**config.mk**
```make
export PLATFORM = sky130hd
export DESIGN_NAME = chunked_seq_adder
export DESIGN_NICKNAME = d
export VERILOG_FILES = /design/src/rtl/chunked_seq_adder.sv
export SDC_FILE = /design/constraint.sdc
export NUM_CORES = 1
export LEC_CHECK = 0
export ABC_AREA = 1
export BUFFER_PORTS_ARGS = -buffer_cell sky130_fd_sc_hd__buf_4
export CAP_MARGIN = 20
export CELL_PAD_IN_SITES_DETAIL_PLACEMENT = 1
export CELL_PAD_IN_SITES_GLOBAL_PLACEMENT = 1
export CORE_MARGIN = 8
export CORE_UTILIZATION = 30
export CTS_BUF_LIST = sky130_fd_sc_hd__clkbuf_16
export DETAILED_ROUTE_END_ITERATION = 10
export PLACE_DENSITY = 0.6
export SLEW_MARGIN = 20
export SYNTH_ARGS = -nofsm -noshare
export SYNTH_HDL_FRONTEND = slang
export SYNTH_SLANG_ARGS = --single-unit
```
**constraint.sdc**
```tcl
create_clock -name clk -period 3 [get_ports clk]
set_input_delay 0.6 -clock clk [delete_from_list [all_inputs] [get_ports clk]]
set_output_delay 0.6 -clock clk [all_outputs]
set_load 0.02 [all_outputs]
```
**src/rtl/chunked_seq_adder.sv**
```systemverilog
`default_nettype none
// +--------------------------------------------------------------------------+
// | chunked_seq_adder                                                        |
// | Serial add/subtract of two WIDTH-bit operands, CHUNK bits per clock,     |
// | through one CHUNK-bit adder slice, with valid/ready on both sides.       |
// | Revision: 1.0                                                            |
// +--------------------------------------------------------------------------+
module chunked_seq_adder #(
  parameter int WIDTH = 16,
  parameter int CHUNK = 4
) (
  input  logic             clk,
  input  logic             rst,
  input  logic             in_valid,
  output logic             in_ready,
  input  logic [WIDTH-1:0] A,
  input  logic [WIDTH-1:0] B,
  input  logic             Cin,
  input  logic             sub,
  output logic             out_valid,
  input  logic             out_ready,
  output logic [WIDTH-1:0] S,
  output logic             Cout,
  output logic             ovf
);

  localparam int NCHUNK = WIDTH / CHUNK;
  localparam int IW     = (NCHUNK > 1) ? $clog2(NCHUNK) : 1;
  localparam logic [IW-1:0] C_LAST = IW'(NCHUNK - 1);

  typedef enum logic [1:0] {
    IDLE = 2'd0,
    BUSY = 2'd1,
    DONE = 2'd2
  } state_t;

  state_t r_state;
  state_t w_state_nxt;

  logic [WIDTH-1:0] r_a;
  logic [WIDTH-1:0] r_b;
  logic             r_carry;
  logic [IW-1:0]    r_idx;
  logic [WIDTH-1:0] r_s;
  logic             r_cout;
  logic             r_ovf;

  logic [CHUNK-1:0] w_a_chunk;
  logic [CHUNK-1:0] w_b_chunk;
  logic [CHUNK:0]   w_sum;
  logic             w_ovf;
  logic             w_accept;
  logic             w_last;

  // Single shared slice: selects the active chunk of the latched operands.
  always_comb begin
    w_a_chunk = r_a[r_idx*CHUNK +: CHUNK];
    w_b_chunk = r_b[r_idx*CHUNK +: CHUNK];
    w_sum     = {1'b0, w_a_chunk} + {1'b0, w_b_chunk} + {{CHUNK{1'b0}}, r_carry};
    // Carry into the MSB is recovered from the MSB's own sum bit.
    w_ovf     = w_a_chunk[CHUNK-1] ^ w_b_chunk[CHUNK-1] ^ w_sum[CHUNK-1] ^ w_sum[CHUNK];
  end

  assign w_accept = (r_state == IDLE) && in_valid;
  assign w_last   = (r_idx == C_LAST);

  always_ff @(posedge clk or posedge rst) begin
    if (rst) begin
      r_state <= IDLE;
    end else begin
      r_state <= w_state_nxt;
    end
  end

  always_comb begin
    w_state_nxt = r_state;
    in_ready    = 1'b0;
    out_valid   = 1'b0;
    case (r_state)
      IDLE: begin
        in_ready = 1'b1;
        if (in_valid) begin
          w_state_nxt = BUSY;
        end
      end
      BUSY: begin
        if (w_last) begin
          w_state_nxt = DONE;
        end
      end
      DONE: begin
        out_valid = 1'b1;
        if (out_ready) begin
          w_state_nxt = IDLE;
        end
      end
      default: begin
        w_state_nxt = IDLE;
      end
    endcase
  end

  always_ff @(posedge clk or posedge rst) begin
    if (rst) begin
      r_a     <= '0;
      r_b     <= '0;
      r_carry <= 1'b0;
      r_idx   <= '0;
      r_s     <= '0;
      r_cout  <= 1'b0;
      r_ovf   <= 1'b0;
    end else if (w_accept) begin
      // Subtraction is A + ~B + ~borrow; inversion happens once at capture.
      r_a     <= A;
      r_b     <= sub ? ~B : B;
      r_carry <= sub ? ~Cin : Cin;
      r_idx   <= '0;
      r_s     <= '0;
    end else if (r_state == BUSY) begin
      r_s[r_idx*CHUNK +: CHUNK] <= w_sum[CHUNK-1:0];
      r_carry                   <= w_sum[CHUNK];
      if (w_last) begin
        r_cout <= w_sum[CHUNK];
        r_ovf  <= w_ovf;
      end else begin
        r_idx  <= r_idx + IW'(1);
      end
    end
  end

  assign S    = r_s;
  assign Cout = r_cout;
  assign ovf  = r_ovf;

endmodule
`default_nettype wire

```
# After elaboration in Yosys (flattened, before gate mapping)
# Cells that the tools add are included.
# word_totals
register_bits,55
inputBits,38
output_inout_bits,20
# op_classes
add_sub_neg,4
eq_ne,7
shift,4
muxes,16
bitwise_logic,6
reduce_logical,6
# ops
operator,n
16-bit 2-to-1 mux,3
4-bit negation with 34-bit output,1
4-bit by 34-bit variable shift with 16-bit output (first input constant),1
4-bit by 34-bit variable part select with 16-bit output,1
16-bit by 5-bit variable part select with 4-bit output,2
16-bit bitwise mux,1
16-bit inverter,1
2-bit 2-to-1 mux,6
2-bit != test (second input constant),4
2-bit case mux with 3 select lines,1
3-bit AND reduction,2
4-bit by 4-bit adder with 5-bit output,1
5-bit by 1-bit adder with 5-bit output,1
1-bit 2-to-1 mux,5
2-bit == test (second input constant),2
1-bit bitwise XOR,3
2-bit by 1-bit adder with 2-bit output (second input constant),1
2-bit by 1-bit == test with 1-bit output (second input constant),1
2-bit logical NOT,1
1-bit inverter,2
2-bit AND reduction,1
2-bit nonzero test,1
1-bit logical AND,1

# Longest topological paths before layout
# Gate-level depths: netlist (run 1).
# depth
ltp_word,7
depth_mapped,13
ltp_nobuf,11

# Worst setup path after synthesis (run 1)
# No wires, ideal clock.
# synth_timing
path_type,register -> register
startpoint,register r_idx[0]
endpoint,"register r_ovf, in the netlist ovf"
arrival_ns,2.313
t_required_ns,2.879
setup_slack_ns,0.566
path_stages_with_launch,13
path_buffers,2
cell_sequence,dfrtp_1 > inv_1 > buf_2 > buf_2 > nor2_1 > o22ai_1 > fa_1 > fa_1 > nand2_1 > nand2_1 > a21oi_1 > and2_4 > o21ai_1
# synth_via
elab_chain_len,5
# synth_rtl
item,line,source
"start, declared",43,logic [IW-1:0] r_idx;
"start signal, assigned",126,r_idx <= r_idx + IW'(1);
"16-bit by 5-bit variable part select with 4-bit output, on equally long branches","57, 58",
4-bit by 4-bit adder with 5-bit output,59,"w_sum = {1'b0, w_a_chunk} + {1'b0, w_b_chunk} + {{CHUNK{1'b0}}, r_carry};"
5-bit by 1-bit adder with 5-bit output,59,
1-bit bitwise XOR (2 in series),61,w_ovf = w_a_chunk[CHUNK-1] ^ w_b_chunk[CHUNK-1] ^ w_sum[CHUNK-1] ^ w_sum[CHUNK];
"end signal, assigned",124,r_ovf <= w_ovf;
"end, declared",46,logic r_ovf;
# Several ways; a longest one is shown, not always the timed one.
# A chain may end at the register's enable or synchronous reset.

# Worst setup path in the final report (run 1)
# Ends and elaborated chain as after synthesis.

==> impl_metrics.yaml, run 1 <==
synth:
  synth_edf_count: 0
  synthTopCellsByArea: "dfrtp_1 50%, nand2_1 14%, o21ai_0 7.2%"
  ys_ff_latch: 55
  yosysMostFrequentCell: "nand2_1"
  synth_seq_area_share_pct: 49.6
  synth.distinct_cells: 32
  syn_inst: 323
  synth_top_flop_cell: "dfrtp_1"
  synth_top_area_share_pct: 49.6
  syn_area_mm2: 0.00277
  synth_common_cells: "101 x nand2_1, 55 x dfrtp_1, 40 x o21ai_0"
  syn_nets: 370
  async_reset_ff_share_pct: 100
  avgSynthCellArea_um2: 8.59
  ys_warn_count: 0
  yosysTopAreaCell: "dfrtp_1"
worst_setup_path:
  crit_type: "flip-flop to flip-flop"
  crit-reg2reg-capture: "ovf"
  rr_startpoint: "r_idx[0]"
  r2r_slack_ns: 0.32
  critPathCaptureType: "flip-flop"
  cp_data_required_time_ns: 3.22
  path_max_fanout: 17
  ff2ff_path_depth: 12
  worstPathArrival_ns: 2.90
  crit_path_start_kind: "flip-flop"
sta:
  setup-tns-final_ns: 0
  hold_slack_ns: 0.390
  setup_viol: 0
  rsz0062_at_grt: "false"
  clock_skew_ns: 0.00287
  setup_ws_ns: 0.318
  post-route-min-period_ns: 2.68
  worst-slew-pin-transition_ns: 0.612
  fin_crit_sh_pct: 89.4
  hold_viol_final: 0
  slew_headroom_pct: 59.1
  slew_violations: 0
  fmax_ghz: 0.373
flow_run:
  cap_viol_max_count: 0
global_routing:
  first_global_vias: 2597
  track_usage_pct: 12.2
  top_usage_layer: "met2"
  use_met2_pct: 21.9
  grt_max_degree: 43
  grt_first_pass_wirelength_um: 12600
  met3_usage_pct: 3.44
  overflow: 0
  antenna_found_initial: 0
  use_met1_pct: 13.8
pwr:
  vdd_ir_drop_max_uv: 307
  p_per_area_mw_per_mm2: 1090
  p_leak_nw: 1.76
  power.total_mw: 3.75
clock_tree:
  cts_tree: "yes"
  cts_made_buffers: 5
  cts-hold-fix-buffers: 0
  cts-resized-gates: 0
  htree_levels: 2
  path_clk_slew_ns: 0.07
  postCtsSetupBuffers: 0
  root_buffer: "clkbuf_16"
  clk-insertion-delay-late_ns: 0.29
  clockBufferDepth: 2
  cts.sinks: 55
hold_path:
  min_path_type: "input port to asynchronous set/reset pin"
place:
  place_inst: 484
  gp_congestion: 0.776
  placement.io_buffers: 57
  dpl_worst_slack_ns: 0.294
  place_area_mm2: 0.00332
  dpl.hpwl_um: 5650
cells_and_area:
  fin_area_mm2: 0.00344
  layout.nets: 427
  drive_gt1_share_pct: 21.9
  final_util_pct: 37.8
  fin_cells: 490
  regArea_mm2: 0.00138
  diodes: 0
  syn_to_final_growth_pct: 24.2
  final.fill_count: 1125
  multi_input_area_mm2: 0.00125
die:
  dieWidth_um: 112
  start_util_pct: 30.5
  coreArea_mm2: 0.00911
  die_area_mm2: 0.0126
  io_pins: 58
  die_h_um: 112
  rows: 35
routing:
  drt_iter0_drc: 48
  wirelength_um: 7290
  avgViaCountPerCell: 4.68
  dr_total_vias: 2292
  drtAntennaViolNets: 0
  drc: 0
  wl_per_cell_um: 14.9
  drt_pass1_iterations: 4
run_status:
  outcome: "finished, final reports clean"
-- sequential cells by signal, summed over array words and instances, names as in the netlist --
register	flops
Cout	1
S	16
ovf	1
r_a	16
r_b	16
r_carry	1
r_idx	2
r_state	2
-- metal layers --
layer | share of wire (%) | routed length, µm
met4 | 1.4 | 105
met5 | 0 | 0
met2 | 52 | 3780
met3 | 4.5 | 329
met1 | 42 | 3080
-- power by group --
group	internal, mW	switching [mW]
Sequential	1.05	0.189
Combinational	0.711	1.26
Clock	0.298	0.247
Total	2.05	1.69
-- placed cells by master (no fill, tap or decap), types with 2 or more instances in the layout --
master / netlist / layout
fa_1: 2 / 2
nand3_1: 17 / 17
o21ai_0: 40 / 40
nand2_4: 3 / 3
o22ai_1: 8 / 8
nor2_1: 20 / 20
nand4_1: 6 / 6
inv_1: 12 / 12
dfrtp_1: 55 / 55
buf_4: 2 / 62
o21ai_1: 5 / 5
nand2_1: 101 / 101
xnor2_1: 17 / 17
clkbuf_16: 0 / 5
inv_2: 4 / 5
nand2_2: 2 / 2
ha_1: 7 / 7
-- worst max-delay path by stage --
stage	from	to	slack (ns)	depth (start not counted)
final	r_idx[0]	ovf	0.32	12
after detailed placement	r_idx[0]	ovf	0.29	12
after global placement	r_idx[0]	ovf	0.43	12
after floorplan	r_idx[0]	ovf	0.57	12
after global routing	r_idx[0]	ovf	0.05	12
after CTS	r_idx[0]	ovf	0.29	12
-- critical path, stage by stage (launching register included) --
cell and delay, ns:
dfrtp_1 0.35, buf_4 0.17, inv_1 0.23, o21ai_0 0.24, o22ai_1 0.13, fa_1 0.45, fa_1 0.42, nand2_1 0.09
nand2_1 0.05, a21oi_1 0.20, and2_4 0.19, nand2_1 0.04, o21ai_1 0.06
-- cell type report --
type	count	share of cell area [%]
Sequential cell	55	40.0
Multi-Input combinational cell	237	36.2
Timing Repair Buffer	63	14.1
Tap cell	111	4.03
Clock buffer	5	3.63
Inverter	18	2.00
Clock inverter	1	0.109
-- kinds of logic (layout without fill, tap and decap cells) --
group	after synthesis	count (layout)	share of synthesized area [%]
AOI/OAI and AO/OA	56	56	10.6
xor gates and xnor gates	18	18	5.68
adders and majority gates	9	9	4.60
buffers and inverters	31	87	5.46
DFF	55	55	49.6
and+or+nand+nor	154	154	24.0
Power figures use the tool's default switching activity.
==> run 2: changes to the inputs <==
--- a/config.mk
+++ b/config.mk
@@ -14,6 +14,7 @@
 export CORE_UTILIZATION = 30
 export CTS_BUF_LIST = sky130_fd_sc_hd__clkbuf_16
 export DETAILED_ROUTE_END_ITERATION = 10
+export MAX_ROUTING_LAYER = met4
 export PLACE_DENSITY = 0.6
 export SLEW_MARGIN = 20
 export SYNTH_ARGS = -nofsm -noshare
==> run 2 against run 1 <==
  * Critical path depth is the same
  * Largest cell class unchanged
  * Largest power group unchanged
  * Cell count did not move
  * Core utilization unchanged
  * Highest routed layer unchanged
  * Total power is essentially flat
  * Critical endpoint unchanged
==> impl_metrics.yaml, run 2 (synthesis gave the netlist of run 1 again) <==
run_status:
  outcome: "finished, final reports clean"
die:
  rows: 35
  dieWidth_um: 112
  die_area_mm2: 0.0126
  io_pins: 58
  coreArea_mm2: 0.00911
  die_h_um: 112
  start_util_pct: 30.5
sta:
  post-route-min-period_ns: 2.67
  worst-slew-pin-transition_ns: 0.615
  hold_viol_final: 0
  setup-tns-final_ns: 0
  hold_slack_ns: 0.391
  setup_ws_ns: 0.326
  rsz0062_at_grt: "false"
  slew_violations: 0
  fmax_ghz: 0.374
  slew_headroom_pct: 58.9
  clock_skew_ns: 0.00549
  setup_viol: 0
  fin_crit_sh_pct: 89.1
pwr:
  switchingPower_mw: 1.69
  vdd_ir_drop_max_uv: 311
  internal-power_mw: 2.05
  clock_power_share_pct: 14.6
  p_per_area_mw_per_mm2: 1090
  p_leak_nw: 1.76
  pwr-share-comb_pct: 52.5
  switching_share_pct: 45.2
  pwr-share-seq_pct: 32.9
flow_run:
  cap_viol_max_count: 0
cells_and_area:
  final.fill_count: 1125
  mostFrequentLayoutCells: "101 x nand2_1, 62 x buf_4, 55 x dfrtp_1, 40 x o21ai_0, 20 x nor2_1"
  final_util_pct: 37.8
  drive_gt1_share_pct: 21.9
  diodes: 0
  final_common_cell: "nand2_1"
  fin_area_mm2: 0.00344
  layout.nets: 427
  regArea_mm2: 0.00138
  syn_to_final_growth_pct: 24.2
  multi_input_area_mm2: 0.00125
place:
  dpl_worst_slack_ns: 0.294
  place_area_mm2: 0.00332
  gp_congestion: 0.787
  dpl.hpwl_um: 5650
  placement.io_buffers: 57
routing:
  drt_pass1_iterations: 4
  dr_total_vias: 2294
  drt_iter0_drc: 50
  wl_per_cell_um: 14.9
  avgViaCountPerCell: 4.68
  drc: 0
  wirelength_um: 7320
  drtAntennaViolNets: 0
worst_setup_path:
  path_max_fanout: 17
  rr_startpoint: "r_idx[0]"
  ff2ff_path_depth: 12
  cp_data_required_time_ns: 3.22
  worstPathArrival_ns: 2.89
  crit_type: "flip-flop to flip-flop"
  endpoint: "ovf"
  r2r_slack_ns: 0.33
  worstSetupStartpoint: "r_idx[0]"
  critPathCaptureType: "flip-flop"
  crit_path_start_kind: "flip-flop"
  crit-reg2reg-capture: "ovf"
global_routing:
  antenna_found_initial: 0
  grt_first_pass_wirelength_um: 12600
  overflow: 0
  grt_max_degree: 43
  track_usage_pct: 12.6
  first_global_vias: 2590
clock_tree:
  root_buffer: "clkbuf_16"
  cts_made_buffers: 5
  clk-insertion-delay-late_ns: 0.29
  path_clk_slew_ns: 0.06
  cts-hold-fix-buffers: 0
  cts.sinks: 55
  postCtsSetupBuffers: 0
  htree_levels: 2
  cts_tree: "yes"
  clockBufferDepth: 2
  cts-resized-gates: 0
hold_path:
  min_path_type: "input port to asynchronous set/reset pin"
==> run 2: per-stage QoR <==
step	power, mW	cells
after floorplan	2.59	323
after global placement	3.19	484
after detailed placement	3.25	484
after CTS	3.82	490
after global routing	4.10	490
final	3.75	490
==> run 2: per-layer routing <==
layer  vias up  part of all wire [%]  track usage [%]
li1       1151                     -                -
met1      1091                    43             14.1
met2        43                    52             21.8
met3         9                   3.9             3.17
met4         0                   1.4             3.51
met5         -                     0                -
==> run 2: worst min-delay path by stage <==
stage                        from       to  cells past startpoint
after floorplan           r_a[10]  r_a[10]                      2
after detailed placement     S[7]     S[7]                      2
final                         rst     S[3]                      2
after global placement     r_a[3]   r_a[3]                      2
after CTS                     rst     S[3]                      2
after global routing          rst     S[3]                      2
==> run 2: layout make-up <==
class	instances	area share (%)
repair buffers	63	14.1
flip-flops and latches	55	40.0
multi-input cells	237	36.2
well taps	111	4.03
inverters	18	2.00
clock buffers	5	3.63
clock inverters	1	0.109
==> run 2: power by group through the flow <==
stage | logic (mW) | registers [mW] | clock network, mW
global placement | 1.94 | 1.25 | 0
floorplan | 1.31 | 1.28 | 0
finish | 1.97 | 1.23 | 0.547
CTS | 2.01 | 1.24 | 0.565
global route | 2.24 | 1.27 | 0.587
detailed placement | 2.00 | 1.25 | 0
==> run 2: worst max-delay path, cell delays in order, from the launching register on <==
cell	delay, ns
dfrtp_1	0.35
buf_4	0.17
inv_1	0.23
o21ai_0	0.23
o22ai_1	0.13
fa_1	0.45
fa_1	0.42
nand2_1	0.09
nand2_1	0.05
a21oi_1	0.20
and2_4	0.19
nand2_1	0.04
o21ai_1	0.06
==> run 3: changes to the inputs <==
==> constraint.sdc (replaced) <==
create_clock -name clk -period 2.84 [get_ports clk]
set_input_delay 0.568 -clock clk [delete_from_list [all_inputs] [get_ports clk]]
set_output_delay 0.568 -clock clk [all_outputs]
set_load 0.02 [all_outputs]
==> run 3 against run 2 <==
  * Flip-flop and latch count is the same
  * Critical path depth shrank 1
  * Clock skew up 0.0021 ns
  * Global-route usage fell by 0.25 points
  * Fmax grew 5.9%
  * Via count increased by 1.0%
  * Total power grew 8.4%
  * Core utilization rose by 0.33 points
  * Clock power increased by 25%
  * Design area rose by 0.87%
  * Die area is the same
==> impl_metrics.yaml, run 3 (synthesis gave the netlist of run 1 again) <==
die:
  coreArea_mm2: 0.00911
  rows: 35
  io_pins: 58
  die_h_um: 112
  dieWidth_um: 112
  die_area_mm2: 0.0126
  start_util_pct: 30.5
routing:
  dr_total_vias: 2317
  dr_wl_met2_um: 3510
  met3_length_um: 241
  wirelength_um: 7220
  drt_iter0_drc: 83
  wl_per_cell_um: 14.6
  drt_pass1_iterations: 4
  highest_layer: "met4"
  drtAntennaViolNets: 0
  m1WireLength_um: 3390
  drc: 0
  avgViaCountPerCell: 4.70
clock_tree:
  postCtsSetupBuffers: 0
  cts_made_buffers: 5
  htree_levels: 2
  clockBufferDepth: 2
  cts.sinks: 55
  clk-insertion-delay-late_ns: 0.29
  path_clk_slew_ns: 0.07
  cts_tree: "yes"
  cts-resized-gates: 0
  cts-hold-fix-buffers: 0
  root_buffer: "clkbuf_16"
cells_and_area:
  syn_to_final_growth_pct: 25.3
  fin_area_mm2: 0.00347
  drive_gt1_share_pct: 22.5
  mostFrequentLayoutCells: "101 x nand2_1, 64 x buf_4, 55 x dfrtp_1, 40 x o21ai_0, 20 x nor2_1"
  final.fill_count: 1095
  final_common_cell: "nand2_1"
  layout.nets: 428
  diodes: 0
pwr:
  p_per_area_mw_per_mm2: 1170
  internal-power_mw: 2.27
  pwr-share-comb_pct: 50.6
  switchingPower_mw: 1.79
  p_leak_nw: 1.77
  pwr-share-seq_pct: 32.6
  switching_share_pct: 44.1
  clock_power_share_pct: 16.8
  vdd_ir_drop_max_uv: 438
place:
  placement.io_buffers: 57
  gp_congestion: 0.766
  dpl.hpwl_um: 5530
  place_area_mm2: 0.00331
worst_setup_path:
  crit_path_start_kind: "flip-flop"
  r2r_slack_ns: 0.32
  critPathCaptureType: "flip-flop"
  ff2ff_path_depth: 11
  crit_type: "flip-flop to flip-flop"
  worstPathArrival_ns: 2.75
  worstSetupStartpoint: "r_idx[0]"
  crit-reg2reg-capture: "ovf"
  path_max_fanout: 12
  cp_data_required_time_ns: 3.06
  rr_startpoint: "r_idx[0]"
hold_path:
  min_path_type: "input port to asynchronous set/reset pin"
sta:
  fmax_ghz: 0.396
  setup-tns-final_ns: 0
  hold_slack_ns: 0.468
  worst-slew-pin-transition_ns: 0.705
  slew_headroom_pct: 53.0
  post-route-min-period_ns: 2.52
  fin_crit_sh_pct: 88.9
  clock_skew_ns: 0.00761
  slew_violations: 0
  hold_viol_final: 0
  rsz0062_at_grt: "false"
  setup_viol: 0
global_routing:
  antenna_found_initial: 0
  grt_first_pass_wirelength_um: 12500
  grt_max_degree: 56
  first_global_vias: 2475
  overflow: 0
  track_usage_pct: 12.3
flow_run:
  cap_viol_max_count: 0
run_status:
  outcome: "finished, final reports clean"
-- run 3: cell types whose count changed in the layout (fill, tap and decap cells not counted) --
| cell | change |
|---|---|
| clkinv_2 | +1 |
| bufinv_16 | +1 |
| buf_12 | -1 |
| clkinv_1 | +1 |
| inv_1 | -1 |
| buf_4 | +2 |
-- run 3: worst max path at each step --
stage               slack (ns)   to
floorplan                 0.41  ovf
global placement          0.45  ovf
detailed placement        0.32  ovf
CTS                       0.30  ovf
global route              0.01  ovf
finish                    0.32  ovf
-- run 3: cell type report --
| type | instances | area (µm²) | area share (%) |
|---|---|---|---|
| clock buffer | 5 | 125 | 3.60 |
| clock inverter | 3 | 38.8 | 1.12 |
| inverter | 18 | 68.8 | 1.98 |
| multi-input combinational | 237 | 1250 | 35.9 |
| sequential | 55 | 1380 | 39.6 |
| tap | 111 | 139 | 4.00 |
| timing repair buffer | 64 | 480 | 13.8 |
-- run 3: through the flow --
stage / power (mW) / utilization (%) / setup slack (ns) / std cells
after CTS: 4.14 / 38.1 / 0.300 / 493
after floorplan: 2.73 / - / 0.406 / 323
after global placement: 3.37 / 36.3 / 0.449 / 485
after global routing: 4.46 / 38.1 / 0.0116 / 493
after detailed placement: 3.42 / 36.3 / 0.325 / 485
final: 4.06 / 38.1 / 0.315 / 493
-- run 3: power groups by stage --
stage / registers [mW] / clock network, mW / logic (mW)
after floorplan: 1.35 / 0 / 1.38
after global placement: 1.34 / 0 / 2.03
after detailed placement: 1.34 / 0 / 2.08
after CTS: 1.33 / 0.709 / 2.09
after global routing: 1.37 / 0.736 / 2.35
final: 1.32 / 0.683 / 2.05
-- run 3: critical path, stage by stage, from the launching register on --
cell	delay (ns)
dfrtp_1	0.43
inv_1	0.20
o21ai_0	0.22
o22ai_1	0.12
fa_1	0.44
fa_1	0.42
nand2_1	0.08
nand2_1	0.05
a21oi_1	0.21
and2_4	0.19
nand2_1	0.04
o21ai_1	0.06
-- run 3: metal layers --
metal | vias up | GRT usage [%]
met5 | - | -
met4 | 0 | 2.97
met3 | 10 | 2.58
met2 | 44 | 20.2
met1 | 1099 | 15.3
li1 | 1164 | -
